$ cat src/rtl/siso_frame_scheduler.sv
// siso_frame_scheduler: round-robin two-requester scheduler driving one MSB-first serial link
module siso_frame_scheduler #(
    parameter int WIDTH      = 8,
    parameter int BIT_PERIOD = 1,
    parameter int GAP_CYCLES = 1
) (
    input  logic             clk,
    input  logic             reset_n,
    input  logic             req0_valid,
    input  logic [WIDTH-1:0] req0_data,
    output logic             req0_ready,
    input  logic             req1_valid,
    input  logic [WIDTH-1:0] req1_data,
    output logic             req1_ready,
    output logic             serial_out,
    output logic             shift_en,
    output logic             frame_active,
    output logic             grant_id,
    output logic             done,
    output logic             busy
);
    localparam int BW = $clog2(WIDTH + 1);
    localparam int PW = (BIT_PERIOD > 1) ? $clog2(BIT_PERIOD + 1) : 1;
    localparam int GW = (GAP_CYCLES > 2) ? $clog2(GAP_CYCLES - 1) : 1;
    localparam logic [BW-1:0] BIT_LAST = BW'(WIDTH - 1);
    localparam logic [PW-1:0] PER_LAST = PW'(BIT_PERIOD - 1);
    // The done cycle already counts as the first gap cycle, so GAP holds for GAP_CYCLES-1 cycles.
    localparam logic [GW-1:0] GAP_LOAD = GW'((GAP_CYCLES > 1) ? GAP_CYCLES - 2 : 0);

    typedef enum logic [1:0] {S_IDLE, S_SHIFT, S_GAP} state_t;

    state_t           state_q, state_d;
    logic             prio_q, prio_d;
    logic             grant_q, grant_d;
    logic             done_q, done_d;
    logic [WIDTH-1:0] sreg_q, sreg_d;
    logic [BW-1:0]    bit_q, bit_d;
    logic [PW-1:0]    per_q, per_d;
    logic [GW-1:0]    gap_q, gap_d;

    wire idle  = state_q == S_IDLE;
    wire shift = state_q == S_SHIFT;

    // Ready follows the arbitration result combinationally; prio only breaks ties.
    assign req0_ready   = idle & req0_valid & (~req1_valid | ~prio_q);
    assign req1_ready   = idle & req1_valid & (~req0_valid | prio_q);
    assign serial_out   = shift & sreg_q[WIDTH-1];
    assign shift_en     = shift & (per_q == '0);
    assign frame_active = shift;
    assign grant_id     = grant_q;
    assign done         = done_q;
    assign busy         = ~idle;

    // Next-state: accept in IDLE, bit/period counting in SHIFT, idle spacing in GAP.
    always_comb begin
        state_d = state_q;
        prio_d  = prio_q;
        grant_d = grant_q;
        done_d  = 1'b0;
        sreg_d  = sreg_q;
        bit_d   = bit_q;
        per_d   = per_q;
        gap_d   = gap_q;
        case (state_q)
            S_IDLE: begin
                if (req0_ready | req1_ready) begin
                    sreg_d  = req1_ready ? req1_data : req0_data;
                    grant_d = req1_ready;
                    prio_d  = ~req1_ready;
                    bit_d   = '0;
                    per_d   = '0;
                    state_d = S_SHIFT;
                end
            end
            S_SHIFT: begin
                if (per_q == PER_LAST) begin
                    per_d = '0;
                    if (bit_q == BIT_LAST) begin
                        done_d  = 1'b1;
                        gap_d   = GAP_LOAD;
                        state_d = (GAP_CYCLES > 1) ? S_GAP : S_IDLE;
                    end else begin
                        sreg_d = sreg_q << 1;
                        bit_d  = bit_q + 1'b1;
                    end
                end else begin
                    per_d = per_q + 1'b1;
                end
            end
            S_GAP: begin
                if (gap_q == '0) state_d = S_IDLE;
                else gap_d = gap_q - 1'b1;
            end
            default: state_d = S_IDLE;
        endcase
    end

    // State register; reset aborts any frame in flight and forgets the word.
    always_ff @(posedge clk or negedge reset_n) begin
        if (!reset_n) begin
            state_q <= S_IDLE;
            prio_q  <= 1'b0;
            grant_q <= 1'b0;
            done_q  <= 1'b0;
            sreg_q  <= '0;
            bit_q   <= '0;
            per_q   <= '0;
            gap_q   <= '0;
        end else begin
            state_q <= state_d;
            prio_q  <= prio_d;
            grant_q <= grant_d;
            done_q  <= done_d;
            sreg_q  <= sreg_d;
            bit_q   <= bit_d;
            per_q   <= per_d;
            gap_q   <= gap_d;
        end
    end
endmodule

$ cat config.mk
export PLATFORM = sky130hd
export DESIGN_NAME = siso_frame_scheduler
export DESIGN_NICKNAME = d
export VERILOG_FILES = /design/src/rtl/siso_frame_scheduler.sv
export SDC_FILE = /design/constraint.sdc
export NUM_CORES = 1
export LEC_CHECK = 0
export CORE_ASPECT_RATIO = 0.9
export CORE_MARGIN = 4
export CORE_UTILIZATION = 39
export CTS_CLUSTER_SIZE = 24
export DETAILED_ROUTE_END_ITERATION = 8
export MAX_ROUTING_LAYER = met4
export PLACE_DENSITY = 0.72
export SYNTH_ARGS = -nofsm -noshare
export SYNTH_HDL_FRONTEND = slang
export SYNTH_SLANG_ARGS = --single-unit
$ cat constraint.sdc
create_clock -name clk -period 1.2 [get_ports clk]
set_input_delay 0.3 -clock clk [delete_from_list [all_inputs] [get_ports clk]]
set_output_delay 0.3 -clock clk [all_outputs]
set_load 0.05 [all_outputs]
==> results.txt <==
Final period util -> 137%
Pwr Density -> 2330 nW/um2
Setup TNS -> -5.48 ns
Die width -> 56.6 um
HP Class -> in2async
Mapped cell area -> 828 um2
First-pass GRT wire length -> 3900 um
Clock Latency Late Sink -> 0.30 ns
Final nets -> 150
Routed wire length -> 3000 um
Hold Violations, Final -> 0
Initial DRT Pass Iterations -> 4
Critical path class -> reg2out
WL/cell -> 19.6 um
Share of cells above drive strength 1 -> 48.4%
Adder-cell area share of the yosys netlist -> 1.51%
Setup violations, final -> 21
RSZ-0062 raised after global routing -> true
Worst hold margin -> 0.310 ns
Synth Area in XOR/XNOR -> 1.06%
Crit path buf inv count -> 1
N_diodes -> 0
Area Overhead vs Synth -> 89.1%
Post-synth ARST share -> 100%
Synthesized instance count -> 76
CP Cell Sequence -> a211oi_4 -> buf_12
Vias -> 859
Starting Density -> 42.0%
Number of global-route vias before repair -> 859
Status -> finished, violations left
Failing checks -> setup timing
Clk pin slew, worst setup/hold paths -> 0.11 ns
Initial antenna violation count -> 0
Hold Buf Count CTS -> 0
Fin. max-slew vios -> 0
Crit end category -> output pin
Final min period -> 1.64 ns
Global Route Usage Sum -> 18.0%
Most common cell in the netlist -> dfrtp_1
#FFs+latches synth -> 16
Largest net degree at the start of global routing -> 17
H-tree levels -> 1
Syn nets -> 97
Final Cell Area -> 1570 um2
Startpoint types -> flop
Cell variety after synth -> 28
Post-synth EDFFs -> 0
Core Rows -> 15
Max-Cap Viols -> 0
CP peak stage delay -> 0.55 ns
Post-Route Utilization -> 79.5%
CTS tree -> done
Routability congestion estimate -> 0.782
Clock sink count -> 16
I/O Pins -> 28
Post-synthesis sequential area ratio -> 48.3%
CP required -> 0.90 ns
Largest family of logic cells by synthesized area -> compound AO/OA/AOI/OAI gates
Multiplexer share of the synthesized area -> 9.67%
Yosys top cell area share -> 48.3%
Antenna Violating Nets Remaining -> 0
Pwr Total -> 3.64 mW
Placed cell area -> 1310 um2
Skew final -> 0.0108 ns
GRT overflow -> 0
Delay-heaviest family, CP -> flip-flops
Total number of yosys warnings -> 0
CP max FO -> 6
Crit path arrival time -> 1.34 ns
Tightest Pin Transition -> 0.272 ns
DIE AREA -> 2930 um2
CTS root buffer -> clkbuf_4
Syn avg cell area -> 10.9 um2
Post-DP HPWL -> 1440 um
Top FF cell, synth -> dfrtp_1
Synth Area in Simple Gates -> 14.8%
PnR worst setup slack -> -0.444 ns
CP max stage cell -> dfrtp_4
P_leak -> 0.750 nW
Rel. slew slack -> 81.8%
Vias/cell -> 5.61
Ranking of synthesized cells by area -> dfrtp_1, mux2i_1, o21ai_0
Post-synth top cells -> dfrtp_1, o21ai_0, mux2i_1
Compound-gate portion of the synthesized area -> 18.9%
Die H -> 51.7 um
Maximum vdd drop -> 1750 uV
Total core area -> 1970 um2
Post-synth top area cell -> dfrtp_1
PortBufs -> 27
Clk buf depth -> 2
DR iter-0 viols -> 10
TritonCTS buffer count -> 3
DRC -> 0
Peak Freq -> 608 MHz
-- report_power, final --
part	leakage [nW]	internal, mW	switching (mW)	total (mW)
sequential	0.204	0.749	0.207	0.956
clock	0.0150	0.130	0.192	0.322
combinational	0.531	1.27	1.09	2.37
-- path summary, 6_finish.rpt --
check	startpoint	to	slack, ns	cells after the start
setup / recovery	state_q[0]$_DFFE_PN0P_	req0_ready	-0.44	2
hold / removal	reset_n	bit_q[2]$_DFFE_PN0P_	0.31	2
setup reg to reg	state_q[0]$_DFFE_PN0P_	sreg_q[3]$_DFFE_PN0P_	-0.25	6
hold reg to reg	sreg_q[6]$_DFFE_PN0P_	sreg_q[6]$_DFFE_PN0P_	0.54	2
max in group asynchronous	reset_n	state_q[0]$_DFFE_PN0P_	0.69	2
min in group clk	sreg_q[6]$_DFFE_PN0P_	sreg_q[6]$_DFFE_PN0P_	0.54	2
-- state kept, by name, indices dropped and copies added (netlist names) --
name,count
bit_q,4
grant_id,1
sreg_q,8
done,1
prio_q,1
state_q,1
-- metrics by stage --
step	setup WS, ns	cells
6_report	-0.444	153
5_1_grt	-0.486	153
4_1_cts	-0.407	150
3_5_place_dp	-0.428	138
3_3_place_gp	-0.406	138
2_1_floorplan	-0.358	76
-- per-layer routing --
layer / share of wire (%) / vias up / global-route usage (%)
met2: 52 / 45 / 30.8
met1: 37 / 420 / 21.0
met4: 4.9 / 0 / 6.32
met5: 0 / - / -
met3: 6.6 / 16 / 3.97
li1: - / 378 / -
-- final cells by class --
type / count / area [um2]
repair buffers: 53 / 603
multi-input cells: 52 / 490
flip-flops and latches: 16 / 404
fillers: 111 / 404
well taps: 25 / 31.3
clock buffers: 4 / 26.3
inverters: 3 / 11.3
-- what timing repair did --
| item | in CTS | in global routing |
|---|---|---|
| gates cloned | 2 | 0 |
| pin swaps | 5 | 14 |
| buffers inserted | 6 | 4 |
| gates resized for setup | 26 | 26 |
| endpoints found under the setup margin | 21 | 22 |
-- cells in the final DEF, fill, tap and decap left out, types with 3 or more instances in the layout --
cell              n
a21oi_2           7
and3_1            5
buf_12            8
buf_4            12
buf_6            13
clkbuf_4          3
clkdlybuf4s50_1  17
dfrtp_1          15
mux2i_1           8
o21ai_1           8
-- cells by family (layout without fill, tap and decap cells) --
kind of cell,count (synthesis),count (layout)
AOI/OAI and AO/OA,25,25
xor gates and xnor gates,1,1
adders and majority gates,1,1
buffers and inverters,8,60
DFF,16,16
muxes,8,8
and+or+nand+nor,17,17
Note: power is estimated with default switching activity, not from simulation.
==> variant 1, RTL diff (same settings) <==
Set the parameter `WIDTH` to 32 (it was 8).
--- a/src/rtl/siso_frame_scheduler.sv
+++ b/src/rtl/siso_frame_scheduler.sv
@@ -1,5 +1,5 @@
 // siso_frame_scheduler: round-robin two-requester scheduler driving one MSB-first serial link
 module siso_frame_scheduler #(
-    parameter int WIDTH      = 8,
+    parameter int WIDTH      = 32,
     parameter int BIT_PERIOD = 1,
     parameter int GAP_CYCLES = 1
Interface: changed (resized req0_data and req1_data); port bits go from 28 to 76. The function was not compared with the original's and may differ.
==> variant 1 against the original RTL <==
The flow still finishes with violations (negative setup slack). Power up 56%. Synthesized area rose to 2.9 times the old value. Cell area rose to 3.1 times the old value. Global-route usage up 9.3 points. Maximum frequency up 3.5%. Worst setup slack better by 56 ps. Critical path depth up 2. Utilization up 3.9 points. Sequential cell count up 26. Wire length rose to 3.8 times the old value. Clock power rose to 3.5 times the old value.
==> variant 1: results (changes against the original RTL) <==
[grt]
met3_usage_pct = 5.707  ; +1.7 points
grt_use_met1_pct = 30.74  ; +9.7 points
grt_use_total_pct = 27.32  ; +9.3 points
grt_pass1_vias = 3028  ; +250%
met2_usage_pct = 47.59  ; +17 points
grt_pass1_wl_um = 15450  ; +300%
grt_overflow_total = 0  ; unchanged
grt_start_max_net_pins = 43  ; +26

[yosys]
synth_cell_type_count = 30  ; +7.1%
yosysSeqAreaShare_pct = 43.89  ; -4.5 points
synth_common_cells = dfrtp_1, nand3_1, nand2_1, o21ai_0, nor2_1
netlist_top_cells_area = dfrtp_1, o31ai_1, nand3_1, o21ai_0, a21oi_1
syn_nets = 368  ; +280%
async_reset_ff_share_pct = 100.0  ; unchanged

[power]
p_clk_share_pct = 19.7  ; +11 points
p_sw_mw = 2.057  ; +38%
p_leak_nw = 1.931  ; +160%
irDropWorstVdd_v = 0.0006446  ; -63%

[critical_path]
worstPathArrival_ps = 1290  ; -50 ps
path_max_fanout = 4  ; -2
ff2ff_path_depth = 7  ; +1
r2r-start = prio_q$_DFFE_PN0P_
rrSetupSlack_ps = -340  ; -90 ps
r2r_end = sreg_q[20]$_DFFE_PN0P_

[final_layout]
layout-drive-gt1-share_pct = 45.02  ; -3.4 points
final_nets = 490  ; +230%
top_regs = sreg_q (32), bit_q (6)

[clock_network]
cts-root-buf = clkbuf_8
clk_pin_slew_ps = 90  ; -20 ps
clockBufferDepth = 2  ; unchanged
ctsHtreeMaxLevel = 2  ; +1
numCtsBuffers = 5  ; +2

[sta]
worst_slack_ps = -388.0  ; +56.01 ps
setup_viol = 47  ; +120%
slew_headroom_pct = 80.42  ; -1.4 points
whs_ps = 482.3  ; +172.5 ps
finClkSkew_ps = 6.182  ; -4.647 ps

[place]
io_buffers = 75  ; +180%
gp_congestion = 0.7853  ; +0.37%
place_hpwl_um = 4943  ; +240%

[routing]
first_iter_violations = 219  ; +209
wl_per_cell_um = 23.27  ; +19%
drt_first_pass_iters = 5  ; +1
num_vias = 3083  ; +260%

[status]
failed_checks = negative setup slack
status = finished, violations left

[worst_hold_path]
min_path_type = input pin to async pin

variant 1: critical path, stage by stage (launching register included):
cell and delay [ps]:
dfrtp_2 440, nand2b_4 170, nand2_4 70, nor2_4 150, buf_12 150
variant 1: cell families after synthesis:
kind of cell	share of synthesized area (%)
flip-flops	43.89
buffers and inverters	6.479
XOR/XNOR	1.097
multiplexers	1.463
AND/OR/NAND/NOR	20.38
adder cells (fa/ha/maj)	0.5224
AO/OA/AOI/OAI	26.18
variant 1: routing by layer:
| metal | routed length (µm) | up-vias | share of wire, % |
|---|---|---|---|
| met5 | 0 | - | 0 |
| met4 | 465 | 0 | 4.1 |
| met3 | 895 | 54 | 7.8 |
| met2 | 5772 | 184 | 50 |
| met1 | 4314 | 1543 | 38 |
| li1 | - | 1302 | - |
variant 1: what timing repair did:
item                       in CTS  in global routing
hold endpoints to repair       42                  0
gates resized for setup       108                 77
setup buffers                  21                  8
pin swaps                      37                 18
hold buffers                    1                  0
setup endpoints to repair      46                 49
gates cloned                    7                  3
variant 1: power by group through the flow:
stage	clock (mW)	sequential [mW]	combinational [mW]
6_report	1.12	1.96	2.61
5_1_grt	1.17	1.99	2.74
4_1_cts	1.08	1.89	2.14
3_5_place_dp	0	1.89	1.47
3_3_place_gp	0	1.88	1.44
2_1_floorplan	0	1.89	0.823
variant 1: final cells by class:
class / instances / area, µm²
Multi-Input combinational cell: 223 / 1897
Timing Repair Buffer: 145 / 1687
Sequential cell: 42 / 1054
Fill cell: 300 / 968.4
Clock buffer: 8 / 110.1
Tap cell: 70 / 87.58
Inverter: 4 / 20.02
variant 1: worst max path at each step:
stage,cells past startpoint,startpoint,slack [ps],end
after floorplan,7,bit_q[0]$_DFFE_PN0P_,-400,sreg_q[31]$_DFFE_PN0P_
after global placement,5,req0_valid,-990,sreg_q[1]$_DFFE_PN0P_
after detailed placement,5,req0_valid,-1020,sreg_q[19]$_DFFE_PN0P_
after CTS,6,bit_q[0]$_DFFE_PN0P_,-320,sreg_q[31]$_DFFE_PN0P_
after global routing,4,prio_q$_DFFE_PN0P_,-410,req1_ready
final,4,prio_q$_DFFE_PN0P_,-390,req1_ready
variant 1: per-stage QoR:
stage / setup slack (ps) / setup TNS (ps) / instance area, µm² / power (mW) / instances
final: -388.0 / -11370 / 4855 / 5.688 / 492
after global routing: -410.2 / -13940 / 4855 / 5.892 / 492
after CTS: -319.2 / -9846 / 4424 / 5.109 / 484
after detailed placement: -1018 / -35300 / 3478 / 3.360 / 447
after global placement: -993.6 / -34510 / 3478 / 3.313 / 447
after floorplan: -398.7 / -12550 / 2491 / 2.711 / 299
==> variant 2, RTL diff (config.mk and constraints unchanged) <==
Without the edit above. Make the reset (`reset_n`) synchronous in one clocked block.
--- a/src/rtl/siso_frame_scheduler.sv
+++ b/src/rtl/siso_frame_scheduler.sv
@@ -97,5 +97,5 @@
 
     // State register; reset aborts any frame in flight and forgets the word.
-    always_ff @(posedge clk or negedge reset_n) begin
+    always_ff @(posedge clk) begin
         if (!reset_n) begin
             state_q <= S_IDLE;
Function: differs if reset_n is asserted again (counterexample within 4 cycles, from zero or initial values and one cycle with reset_n low); with reset_n held inactive, the same outputs for 10 cycles.
==> variant 2 against the original RTL <==
The flow still finishes with violations (negative setup slack). Critical path depth is 2 higher. Synthesized cell count is 39% higher. Maximum frequency is 10% higher. Cell area is 4.4% higher. Wire length is 3.8% higher. Worst setup slack better by 150 ps. Sequential cell count stayed put. Synthesized area is 7.7% higher. Critical path type is now input pin to primary output. Critical endpoint is now req1_ready.
Power is not compared: it rests on default switching activity, and its combinational part moved more than twofold at a synthesized area within 25%.
==> variant 2: results (changes against the original RTL) <==
[yosys]
syn-cell-area_um2 = 892.1  ; +7.7%
synth_common_cells = dfxtp_1, nand2_1, o32ai_1
syn_nets = 127  ; +31%
yosysSeqAreaShare_pct = 35.90  ; -12 points
synth_flop_cell = dfxtp_1
synth_cell_type_count = 30  ; +7.1%

[critical_path]
r2r_end = bit_q[0]$_SDFFE_PN0P_
max_stage_delay_ps = 360  ; -190 ps
rrSetupSlack_ps = -230  ; +20 ps
cpLargestDelayFamily = buffers and inverters
slowest_stage = dlygate4sd2_1
r2r-start = state_q[0]$_SDFFE_PN0P_
crit_end = req1_ready
worstPathArrival_ps = 1190  ; -150 ps
ff2ff_path_depth = 5  ; -1

[place]
place_hpwl_um = 2069  ; +44%
place_inst = 173  ; +25%
gp_congestion = 0.8828  ; +13%
postPlaceCellArea_mm2 = 0.001439  ; +10%

[sta]
fin_setup_tns_ps = -2362  ; +3114 ps
finClkSkew_ps = 13.88  ; +3.053 ps
worst_slack_ps = -293.3  ; +150.7 ps
setup_viol = 18  ; -14%

[final_layout]
layout.nonclk_buf_share_pct = 35.73  ; -2.8 points
seq_share_pct = 20.05  ; -5.8 points
multi_input_gates = 75  ; +44%
buffers = 57  ; +7.5%
final_nets = 177  ; +18%
clock_area_share_pct = 1.607  ; -0.071 points
nFillCells = 151  ; +36%

[grt]
grt_start_max_net_pins = 15  ; -2
grt_use_total_pct = 20.72  ; +2.7 points
grt_pass1_wl_um = 4754  ; +22%

[status]
failed_checks = negative setup slack
status = finished, violations left

[routing]
wirelength_um = 3110  ; +3.8%
routed_via_density = 5.918  ; +5.4%
first_iter_violations = 31  ; +21

[power]
power_mw = 1.399

[clock_network]
clk_pin_slew_ps = 90  ; -20 ps

[worst_hold_path]
min_path_type = register to register

variant 2: cell types whose count changed after synthesis, moves of 5 or more:
| cell | change |
|---|---|
| o2111ai_1 | +7 |
| dfxtp_1 | +16 |
| o21ai_0 | -5 |
| mux2i_1 | -8 |
| nor4b_1 | +6 |
| o32ai_1 | +8 |
| nand2_1 | +9 |
| dfrtp_1 | -16 |
| a211oi_1 | +6 |
| and3_1 | -7 |
| clkbuf_1 | +6 |
variant 2: per-layer routing:
metal	vias to the layer above	GRT usage, %	wire length (µm)
li1	518	-	-
met1	504	23.33	1225
met2	51	35.50	1605
met3	4	5.122	246
met4	0	7.722	32
met5	-	-	0
variant 2: logic make-up after synthesis:
family | synth area share (%)
AOI/OAI and AO/OA | 29.03
and+or+nand+nor | 26.09
adders and majority gates | 1.402
DFF | 35.90
buffers and inverters | 7.572
variant 2: worst min-delay path, delay by kind of cell (launching register included):
kind / cells / cell delay, ps
flip-flops: 1 / 320
AO/OA/AOI/OAI: 1 / 70
AND/OR/NAND/NOR: 1 / 50
